[config.mk]
export PLATFORM = sky130hd
export DESIGN_NAME = arb8_sched
export DESIGN_NICKNAME = d
export VERILOG_FILES = /design/src/rtl/arb8_sched.sv
export SDC_FILE = /design/constraint.sdc
export NUM_CORES = 1
export LEC_CHECK = 0
export BUFFER_PORTS_ARGS = -buffer_cell sky130_fd_sc_hd__buf_2
export CAP_MARGIN = 10
export CORE_MARGIN = 1
export CORE_UTILIZATION = 34
export CTS_BUF_LIST = sky130_fd_sc_hd__clkbuf_8
export DETAILED_ROUTE_END_ITERATION = 12
export PLACE_DENSITY = 0.61
export REMOVE_ABC_BUFFERS = 1
export SLEW_MARGIN = 25
export SYNTH_ARGS = -nofsm -noshare
export SYNTH_HDL_FRONTEND = slang
export SYNTH_SLANG_ARGS = --single-unit
export TNS_END_PERCENT = 20
[constraint.sdc]
create_clock -name clk -period 5.5 [get_ports clk]
set_clock_uncertainty 0.15 [all_clocks]
set_input_delay 0.275 -clock clk [delete_from_list [all_inputs] [get_ports clk]]
set_output_delay 0.275 -clock clk [all_outputs]
set_load 0.05 [all_outputs]
[src/rtl/arb8_sched.sv]
// Eight-requester arbiter with hold-until-release grants, a hold limit and a gap cycle between grants.
// Define RR_EN to rotate priority from the last owner; otherwise the highest index always wins.
module arb8_sched #(
    parameter int MAX_HOLD = 16,
    parameter int CNT_W    = 5
) (
    input  logic       clk,
    input  logic       rst_n,
    input  logic [7:0] req,
    input  logic       done,
    output logic [7:0] gnt,
    output logic [2:0] gnt_id,
    output logic       gnt_valid,
    output logic       timeout
);

    typedef enum logic [1:0] {
        IDLE    = 2'd0,
        GRANT   = 2'd1,
        RELEASE = 2'd2
    } state_t;

    localparam logic [CNT_W-1:0] HOLD_LAST = CNT_W'(MAX_HOLD - 1);

    state_t           state, state_nxt;
    logic [CNT_W-1:0] cnt, cnt_nxt;
    logic [7:0]       gnt_nxt;
    logic [2:0]       id_nxt;
    logic             valid_nxt;
    logic             to_nxt;
    logic [2:0]       start_idx;
    logic [2:0]       win;
    logic             owner_rel;

`ifdef RR_EN
    logic [2:0] last_id, last_nxt;
    // Search begins just below the previous owner so it goes to the back of the line.
    assign start_idx = last_id - 3'd1;
`else
    assign start_idx = 3'd7;
`endif

    // Descending search from start with wrap-around; first set bit wins.
    function automatic logic [2:0] pick(input logic [7:0] r, input logic [2:0] start);
        logic [2:0] w;
        logic [2:0] idx;
        logic       found;
        w     = 3'd0;
        found = 1'b0;
        for (int i = 0; i < 8; i++) begin
            idx = start - 3'(i);
            if (!found && r[idx]) begin
                w     = idx;
                found = 1'b1;
            end
        end
        return w;
    endfunction

    assign win       = pick(req, start_idx);
    assign owner_rel = done || !req[gnt_id] || (cnt == HOLD_LAST);

    always_comb begin
        state_nxt = state;
        cnt_nxt   = cnt;
        gnt_nxt   = gnt;
        id_nxt    = gnt_id;
        to_nxt    = 1'b0;
`ifdef RR_EN
        last_nxt  = last_id;
`endif
        case (state)
            IDLE, RELEASE: begin
                if (|req) begin
                    gnt_nxt   = 8'd1 << win;
                    id_nxt    = win;
                    cnt_nxt   = '0;
                    state_nxt = GRANT;
                end else begin
                    gnt_nxt   = 8'd0;
                    id_nxt    = 3'd0;
                    state_nxt = IDLE;
                end
            end
            GRANT: begin
                if (owner_rel) begin
                    // Timeout only when the limit alone caused the release.
                    to_nxt    = !done && req[gnt_id];
                    gnt_nxt   = 8'd0;
                    id_nxt    = 3'd0;
                    cnt_nxt   = '0;
                    state_nxt = RELEASE;
`ifdef RR_EN
                    last_nxt  = gnt_id;
`endif
                end else begin
                    cnt_nxt = cnt + 1'b1;
                end
            end
            default: begin
                gnt_nxt   = 8'd0;
                id_nxt    = 3'd0;
                state_nxt = IDLE;
            end
        endcase
        valid_nxt = |gnt_nxt;
    end

    always_ff @(posedge clk) begin
        if (!rst_n) begin
            state     <= IDLE;
            cnt       <= '0;
            gnt       <= 8'd0;
            gnt_id    <= 3'd0;
            gnt_valid <= 1'b0;
            timeout   <= 1'b0;
`ifdef RR_EN
            last_id   <= 3'd0;
`endif
        end else begin
            state     <= state_nxt;
            cnt       <= cnt_nxt;
            gnt       <= gnt_nxt;
            gnt_id    <= id_nxt;
            gnt_valid <= valid_nxt;
            timeout   <= to_nxt;
`ifdef RR_EN
            last_id   <= last_nxt;
`endif
        end
    end

endmodule
**Yosys cells after proc, flatten, opt, wreduce, memory -nomap -nowiden**

Index checks and enable logic that the tools add are counted.

- Shift operators: 1
- Order comparisons: 1
- Add/sub/neg operators: 1
- Eq/ne operators: 5
- Multiplexer cells: 29
- Reduce and logical (&&, ||, !) cells: 26

Operators with widths:

| kind | count |
|---|---|
| 2-to-1 mux 3 bit | 10 |
| 2-to-1 mux 8 bit | 2 |
| one-hot mux 8 bit (2 select lines) | 1 |
| OR reduction 8 bit | 2 |
| 2-to-1 mux 5 bit | 2 |
| one-hot mux 5 bit (2 select lines) | 1 |
| zero test 1 bit | 9 |
| 2-to-1 mux 1 bit | 9 |
| logical AND 1 bit | 8 |
| left shift 1 x 3 -> 8 bit, first input constant | 1 |
| one-hot mux 3 bit (2 select lines) | 1 |
| adder 5 x 1 -> 5 bit, second input constant | 1 |
| equality test 5 x 4 -> 1 bit, second input constant | 1 |
| less-than comparator 3 x 4 -> 1 bit, second input constant | 1 |
| != test 2 bit, second input constant | 2 |
| one-hot mux 2 bit (2 select lines) | 1 |
| binary-select mux 1 bit (select 3 bit) | 1 |
| AND reduction 3 bit | 1 |
| equality test 2 x 1 -> 1 bit, second input constant | 1 |
| equality test 2 bit, second input constant | 1 |
| zero test 2 bit | 1 |
| logical OR 1 bit | 2 |
| 2-to-1 mux 2 bit | 1 |
| AND reduction 2 bit | 1 |
| other kinds (2) | 2 |

- Input bits: 11
- Output and inout bits: 13
- Logic and storage cells: 69
- Flip-flop bits (word level): 20

**Depth between registers and ports, before layout**

Gate-level depths: netlist of run 1.

- Word-level depth: 26
- Depth in mapped cells: 9
- Mapped depth without buffers: 7

**Worst setup path before layout of run 1**

OpenSTA, ideal clock, no wires.

- Kind: reg2reg
- Start: register gnt_id[0]
- End: register gnt[1]
- Setup time: 0.087 ns
- Setup slack: 3.412 ns
- Data required time: 5.263 ns
- Data arrival time: 1.851 ns
- Path buffers: 3
- Clock period less this slack: 2.088 ns
- Cell stages (with the launch flop): 9
- Cell sequence: dfxtp_1 -> buf_2 -> mux2i_1 -> a221oi_2 -> and3_1 -> buf_2 -> buf_4 -> nand2_1 -> o31ai_1

- Longest elaborated chain between the ends: 7

RTL lines:

| item | line | source |
|---|---|---|
| start: declaration | 12 | `output logic [2:0] gnt_id,` |
| start signal: assignment | 124 | `gnt_id <= id_nxt;` |
| binary-select mux 1 bit (select 3 bit) | 61 | `assign owner_rel = done \|\| !req[gnt_id] \|\| (cnt == HOLD_LAST);` |
| 2-to-1 mux 1 bit (implied by the code) | 61 |  |
| zero test 1 bit | 61 |  |
| logical OR 1 bit (2 in a row) | 61 |  |
| 2-to-1 mux 8 bit | 86 | `if (owner_rel) begin` |
| one-hot mux 8 bit (2 select lines) | 72 | `case (state)` |
| end signal: assignment | 123 | `gnt <= gnt_nxt;` |
| end: declaration | 11 | `output logic [7:0] gnt,` |

No other way between the ends. The select of a mux whose other input is x is not followed.
A chain may end at the register's enable or synchronous reset.

**Worst setup path after layout of run 1**

- Start: register cnt[0]
- End: register gnt_id[1]

- Longest elaborated chain between the ends: 3

RTL lines:

| item | line | source |
|---|---|---|
| start: declaration | 26 | `logic [CNT_W-1:0] cnt, cnt_nxt;` |
| start signal: assignment | 122 | `cnt <= cnt_nxt;` |
| equality test 5 x 4 -> 1 bit | 61 |  |
| logical OR 1 bit | 61 |  |
| != test 2 bit (no line) | -- |  |

No other way between the ends.

==> impl_metrics.toml, run 1 <==
[global_route]
grt_overflow_total = 0
grt_first_pass_wirelength_um = 3440
gr-usage-all-layers_pct = 14.1
gr-max-usage-layer = "met2"
via_count_of_the_first_global_routing_pass = 771
grt_use_met2_pct = 25.1
maximum_number_of_pins_on_one_net_before_global_route_repair = 15
number_of_antenna_violations_at_the_first_check_in_global_routing = 0
met3_usage_pct = 2.79
global_route.usage.met1_pct = 16.4

[die]
initial_utilization_pct = 35.9
placement_rows = 19
io-pin-count = 24
floorplan.die_area_um2 = 3100
dieWidth_um = 55.7
core_um2 = 2730
die_y_um = 55.7

[finish]
syn_to_final_growth_pct = 20.4
layout.cell_area.non_filler_um2 = 1180
layout-drive-gt1-share_pct = 24.2
layout.filler_cells = 285
layoutNonFillerInstCount = 163
diodes = 0
fin_nets = 146

[cts]
insertion_delay_ns = 0.26
cts_hold_repair.buffers = 0
cts-root-buf = "clkbuf_8"
cts_inserted_buffers = 3
clk_sink_count = 20
clock_tree_from_tritoncts = "built"
cts-resized-gates = 0
ctsLongestPathBuffers = 2
post_cts_repair_timing_setup_buffer_count = 0
h-tree-depth = 1
clk_pin_slew_worst_paths_ns = 0.08

[worst_setup_path]
signal_arrival_time_at_the_worst_endpoint_ns = 2.05
worstSetupStartpointType = "flop"
timing.reg2reg.worst_path_depth = 6
worstSetupPathType = "flop to flop"
path_max_fanout = 14
end_kind = "flop"
worst_ep_required_time_ns = 5.56

[timing]
final.period_utilization_pct = 36.2
final.min_clock_period_ns = 1.99
rsz0062_at_grt = "no"
finalSetupTns_ns = 0
finalSetupViolations = 0
worst_slew_pin_slew_ns = 0.688
final-max-slew-violation-count = 0
timing.max_slew.rel_slack_pct = 53.7
timing_hold_violations_final = 0
max_freq_mhz = 502

[status]
result_of_the_run = "complete, no violations"

[synth]
synth-async-reset-ratio_pct = 0
synth-edff-count = 0
synthTopCellsByArea = "dfxtp_1 (41%), a32o_1 (5.1%), nand2_1 (4.6%)"
synth_area_um2 = 981
post_synth_inst_count = 109
synthDominantCellAreaShare_pct = 40.8
dominant_synthesized_flop_cell = "dfxtp_1"
synthDistinctLibCells = 35
synth_seq_cells = 20
yosysWarningCount = 0
avgSynthCellArea_um2 = 9.00
yosys.area.top_type = "dfxtp_1"
synth_seq_area_share_pct = 40.8

[placement]
postPlaceCellArea_um2 = 1110
gp_congestion = 0.791
dp.final_hpwl_um = 1620
numPortBuffers = 23
post-place-cells = 159

[drt]
drt-wirelength-per-cell_um = 13.0
route.detailed.drc = 0
dr.pass1.iters = 4
post_detailed_route_count_of_antenna_violating_nets = 0
routed-via-count = 860
detail_route.iter0.violations = 15
via_per_inst = 5.28
route.final.wire_length_um = 2110

[pwr]
power-per-cell-area_nw_per_um2 = 300
totalPowerFinal_w = 0.000354
leakagePower_nw = 0.521
max-vdd-ir-drop_mv = 0.144

[worst_hold_path]
hold-path-cell-count = 4
hold_class = "input port to flop"

[run]
drv.max_cap_violation_count = 0
-- stage by stage --
| step | util (%) | hold slack, ns | worst slack, ns |
|---|---|---|---|
| after floorplan | - | 0.243 | 3.44 |
| after global placement | 40.6 | 0.291 | 3.52 |
| after detailed placement | 40.6 | 0.295 | 3.47 |
| after CTS | 43.2 | 0.142 | 3.49 |
| after global routing | 43.2 | 0.151 | 3.34 |
| final | 43.2 | 0.146 | 3.51 |
-- path summary, 6_finish.rpt --
path | startpoint | to | slack, ns
max | cnt[0] | gnt_id[1] | 3.51
min | done | timeout | 0.15
max reg2reg | cnt[0] | gnt_id[1] | 3.51
min reg2reg | gnt[4] | gnt[4] | 0.30
-- sequential cells by signal, summed over array words and instances (netlist names) --
| name | cells |
|---|---|
| gnt | 8 |
| gnt_valid | 1 |
| cnt | 5 |
| state | 2 |
| timeout | 1 |
| gnt_id | 3 |
-- cells in the mapped netlist (all sizes together), types with 3 or more instances --
cell type / number
buf: 4
nor4: 3
nand2: 12
o31ai: 4
nor2b: 4
nand3: 4
mux2i: 4
dfxtp: 20
o21ai: 4
a32o: 5
inv: 6
and3: 3
a21oi: 3
nor2: 7
-- per-layer routing --
layer	up-vias	routed length [um]
li1	443	-
met1	400	934
met2	13	1090
met3	4	62
met4	0	22
met5	-	0
-- cells by family after synthesis --
logic type | after synthesis | share of synthesized area [%]
AO/OA/AOI/OAI | 27 | 22.6
flip-flops | 20 | 40.8
multiplexers | 4 | 4.08
adder cells (fa/ha/maj) | 2 | 2.55
buffers and inverters | 10 | 4.85
AND/OR/NAND/NOR | 46 | 25.1
-- worst max-delay path: stages (launching register included) --
cell and delay, ns:
dfxtp_1 0.34, ha_1 0.24, and3_1 0.19, ha_1 0.21
nor2_1 0.11, and3_1 0.49, a22o_1 0.22
-- cell type report --
cell class	instances	area [um2]	area share [%]
repair buffers	23	115	9.75
clock inverters	1	30.0	2.54
flip-flops and latches	20	400	33.9
multi-input cells	79	533	45.1
inverters	6	22.5	1.91
well taps	31	38.8	3.28
clock buffers	3	41.3	3.50
-- placed cells by master (no fill, tap or decap), types with 2 or more instances in the layout --
cell type,netlist,final
a21oi_1,3,3
a22o_1,2,2
a32o_1,5,5
and3_1,3,3
buf_2,2,23
clkbuf_8,0,3
dfxtp_1,20,20
ha_1,2,2
inv_1,6,6
mux2i_1,4,4
nand2_1,12,12
nand2b_1,2,2
nand3_1,4,4
nand3b_1,2,2
nor2_1,7,7
nor2b_1,4,4
nor3_1,2,2
nor4_1,3,3
o21a_1,2,2
o21ai_0,4,4
o21bai_1,2,2
o31ai_1,3,3
-- power breakdown --
| group | leakage (nW) | total, W | switching (W) | internal [W] |
|---|---|---|---|---|
| Sequential | 0.163 | 0.000156 | 0.00000609 | 0.000150 |
| Combinational | 0.322 | 0.0000513 | 0.0000342 | 0.0000171 |
| Clock | 0.0357 | 0.000146 | 0.0000493 | 0.0000971 |
No activity file was read; power rests on OpenSTA's default activity.
==> run 2, diff against run 1 <==
PLACE_DENSITY = 0.63   (was 0.61)
clock period = 1.75 ns   (was 5.5 ns; I/O delays follow)
==> run 2 against run 1 <==
- power grew to 3.3 times the previous value
- non-clock buffer count rose by 17
- critical path depth increased by 1
- die area stayed put
- cell count rose by 10%
- critical endpoint is now cnt[2]
==> impl_metrics.toml, run 2 (synthesized netlist as in run 1, its figures left out) <==
[worst_setup_path]
signal_arrival_time_at_the_worst_endpoint_ns = 1.74
critical-path-slowest-cell = "dfxtp_2"
worstSetupPathType = "flop to flop"
critical_path.n_buffers_inverters = 0
end_kind = "flop"
worst_setup_path_endpoint = "cnt[2]"
timing.reg2reg.worst_path_depth = 7
path_max_fanout = 5
worstSetupStartpointType = "flop"
worst_ep_required_time_ns = 1.80
critical_path.top_delay_family = "simple AND/OR/NAND/NOR gates"
reg2reg_setup_slack_ns = 0.07
crit_path_cell_trace = "ha_4 > and3_4 > ha_4 > nor3b_2 > nand3_2 > o21bai_1 > a31o_2"
cpMostUsedCell = "ha_4"
path_depth = 7
regToRegEndpoint = "cnt[2]"
setup.worst_path.start = "cnt[0]"
crit_path_max_incr_delay_ns = 0.34
r2r_start = "cnt[0]"

[timing]
final-max-slew-violation-count = 0
worst_slew_pin_slew_ns = 0.492
finalSetupViolations = 0
max_freq_mhz = 594
rsz0062_at_grt = "yes"
timing.max_slew.rel_slack_pct = 66.9
fin_hold_ws_ns = 0.00311
final.min_clock_period_ns = 1.68
timing_hold_violations_final = 0
final.period_utilization_pct = 96.2

[status]
result_of_the_run = "complete, no violations"

[cts]
clock_tree_from_tritoncts = "built"
clk_sink_count = 20
cts_inserted_buffers = 3
insertion_delay_ns = 0.26
ctsLongestPathBuffers = 2
cts-root-buf = "clkbuf_8"
h-tree-depth = 1
clk_pin_slew_worst_paths_ns = 0.07
cts_hold_repair.buffers = 0

[finish]
largest_register_ffs = 8
leading_cell_type_in_the_layout_fill_and_taps_excluded = "buf_2"
fin_nets = 163
diodes = 0
layoutNonFillerInstCount = 180
layout-drive-gt1-share_pct = 39.6
top_register = "gnt"
syn_to_final_growth_pct = 40.3
mostFrequentLayoutCells = "buf_2 (23), dfxtp_1 (17), buf_4 (16)"
largest_registers = "gnt (8), cnt (5), gnt_id (3)"

[pwr]
leakagePower_nw = 0.610
power-per-cell-area_nw_per_um2 = 836
max-vdd-ir-drop_mv = 0.663

[die]
core_um2 = 2730
dieWidth_um = 55.7
floorplan.die_area_um2 = 3100
initial_utilization_pct = 35.9
io-pin-count = 24
die_y_um = 55.7
placement_rows = 19

[global_route]
grt_overflow_total = 0
number_of_antenna_violations_at_the_first_check_in_global_routing = 0
gr-usage-all-layers_pct = 15.4
maximum_number_of_pins_on_one_net_before_global_route_repair = 15
grt_first_pass_wirelength_um = 3780
via_count_of_the_first_global_routing_pass = 941

[drt]
dr.pass1.iters = 4
post_detailed_route_count_of_antenna_violating_nets = 0
topRoutingLayerUsed = "met4"
detail_route.iter0.violations = 17
drt-wirelength-per-cell_um = 12.8
route.detailed.drc = 0
route.met2.wl_um = 1150
routed-via-count = 965
via_per_inst = 5.36
route.final.wire_length_um = 2310
met3_length_um = 145
route.layer.met1.wl_um = 995

[worst_hold_path]
hold-path-cell-count = 2
hold_class = "input port to flop"

[run]
drv.max_cap_violation_count = 0

[placement]
post-place-cells = 174
numPortBuffers = 23
gp_congestion = 0.788
dp.final_hpwl_um = 1720
run 2: worst min-delay path by stage:
stage | slack [ns] | from | to
after detailed placement | 0.27 | rst_n | cnt[3]
after CTS | 0.002 | rst_n | cnt[3]
after global placement | 0.27 | rst_n | cnt[3]
final | 0.003 | rst_n | cnt[3]
after global routing | 0.03 | rst_n | cnt[3]
after floorplan | 0.06 | rst_n | cnt[3]
run 2: timing repair:
action | 4_1_cts | 5_1_grt
setup endpoints to repair | 6 | 15
gates resized for setup | 7 | 6
setup buffers | 1 | 1
pin swaps | 3 | 7
run 2: metal layers:
metal | vias to the layer above | GRT usage, %
li1 | 480 | -
met1 | 455 | 17.2
met2 | 28 | 27.9
met3 | 2 | 4.19
met4 | 0 | 5.00
met5 | - | 0
run 2: where the power goes:
part	internal [W]	leakage (nW)	total (W)	switching [W]
logic	0.0000788	0.410	0.000194	0.000116
registers	0.000472	0.165	0.000492	0.0000201
clock network	0.000305	0.0357	0.000464	0.000158
total	0.000856	0.610	0.00115	0.000294
run 2: stage by stage:
step | setup TNS (ns) | utilization [%] | worst slack [ns] | cell area (um2) | total power (W)
final | 0 | 50.3 | 0.0674 | 1380 | 0.00115
after global routing | -0.0218 | 50.3 | -0.0202 | 1380 | 0.00119
after CTS | -0.0190 | 48.7 | -0.0190 | 1330 | 0.00115
after detailed placement | -0.209 | 45.2 | -0.105 | 1230 | 0.000690
after global placement | -0.0803 | 45.2 | -0.0722 | 1230 | 0.000686
after floorplan | -4.41 | - | -0.307 | 956 | 0.000610
run 2: final cells by class:
class	instances	area [um2]
clock inverters	1	30.0
inverters	6	22.5
multi-input cells	79	582
repair buffers	40	255
fillers	257	1360
well taps	31	38.8
clock buffers	3	41.3
flip-flops and latches	20	407
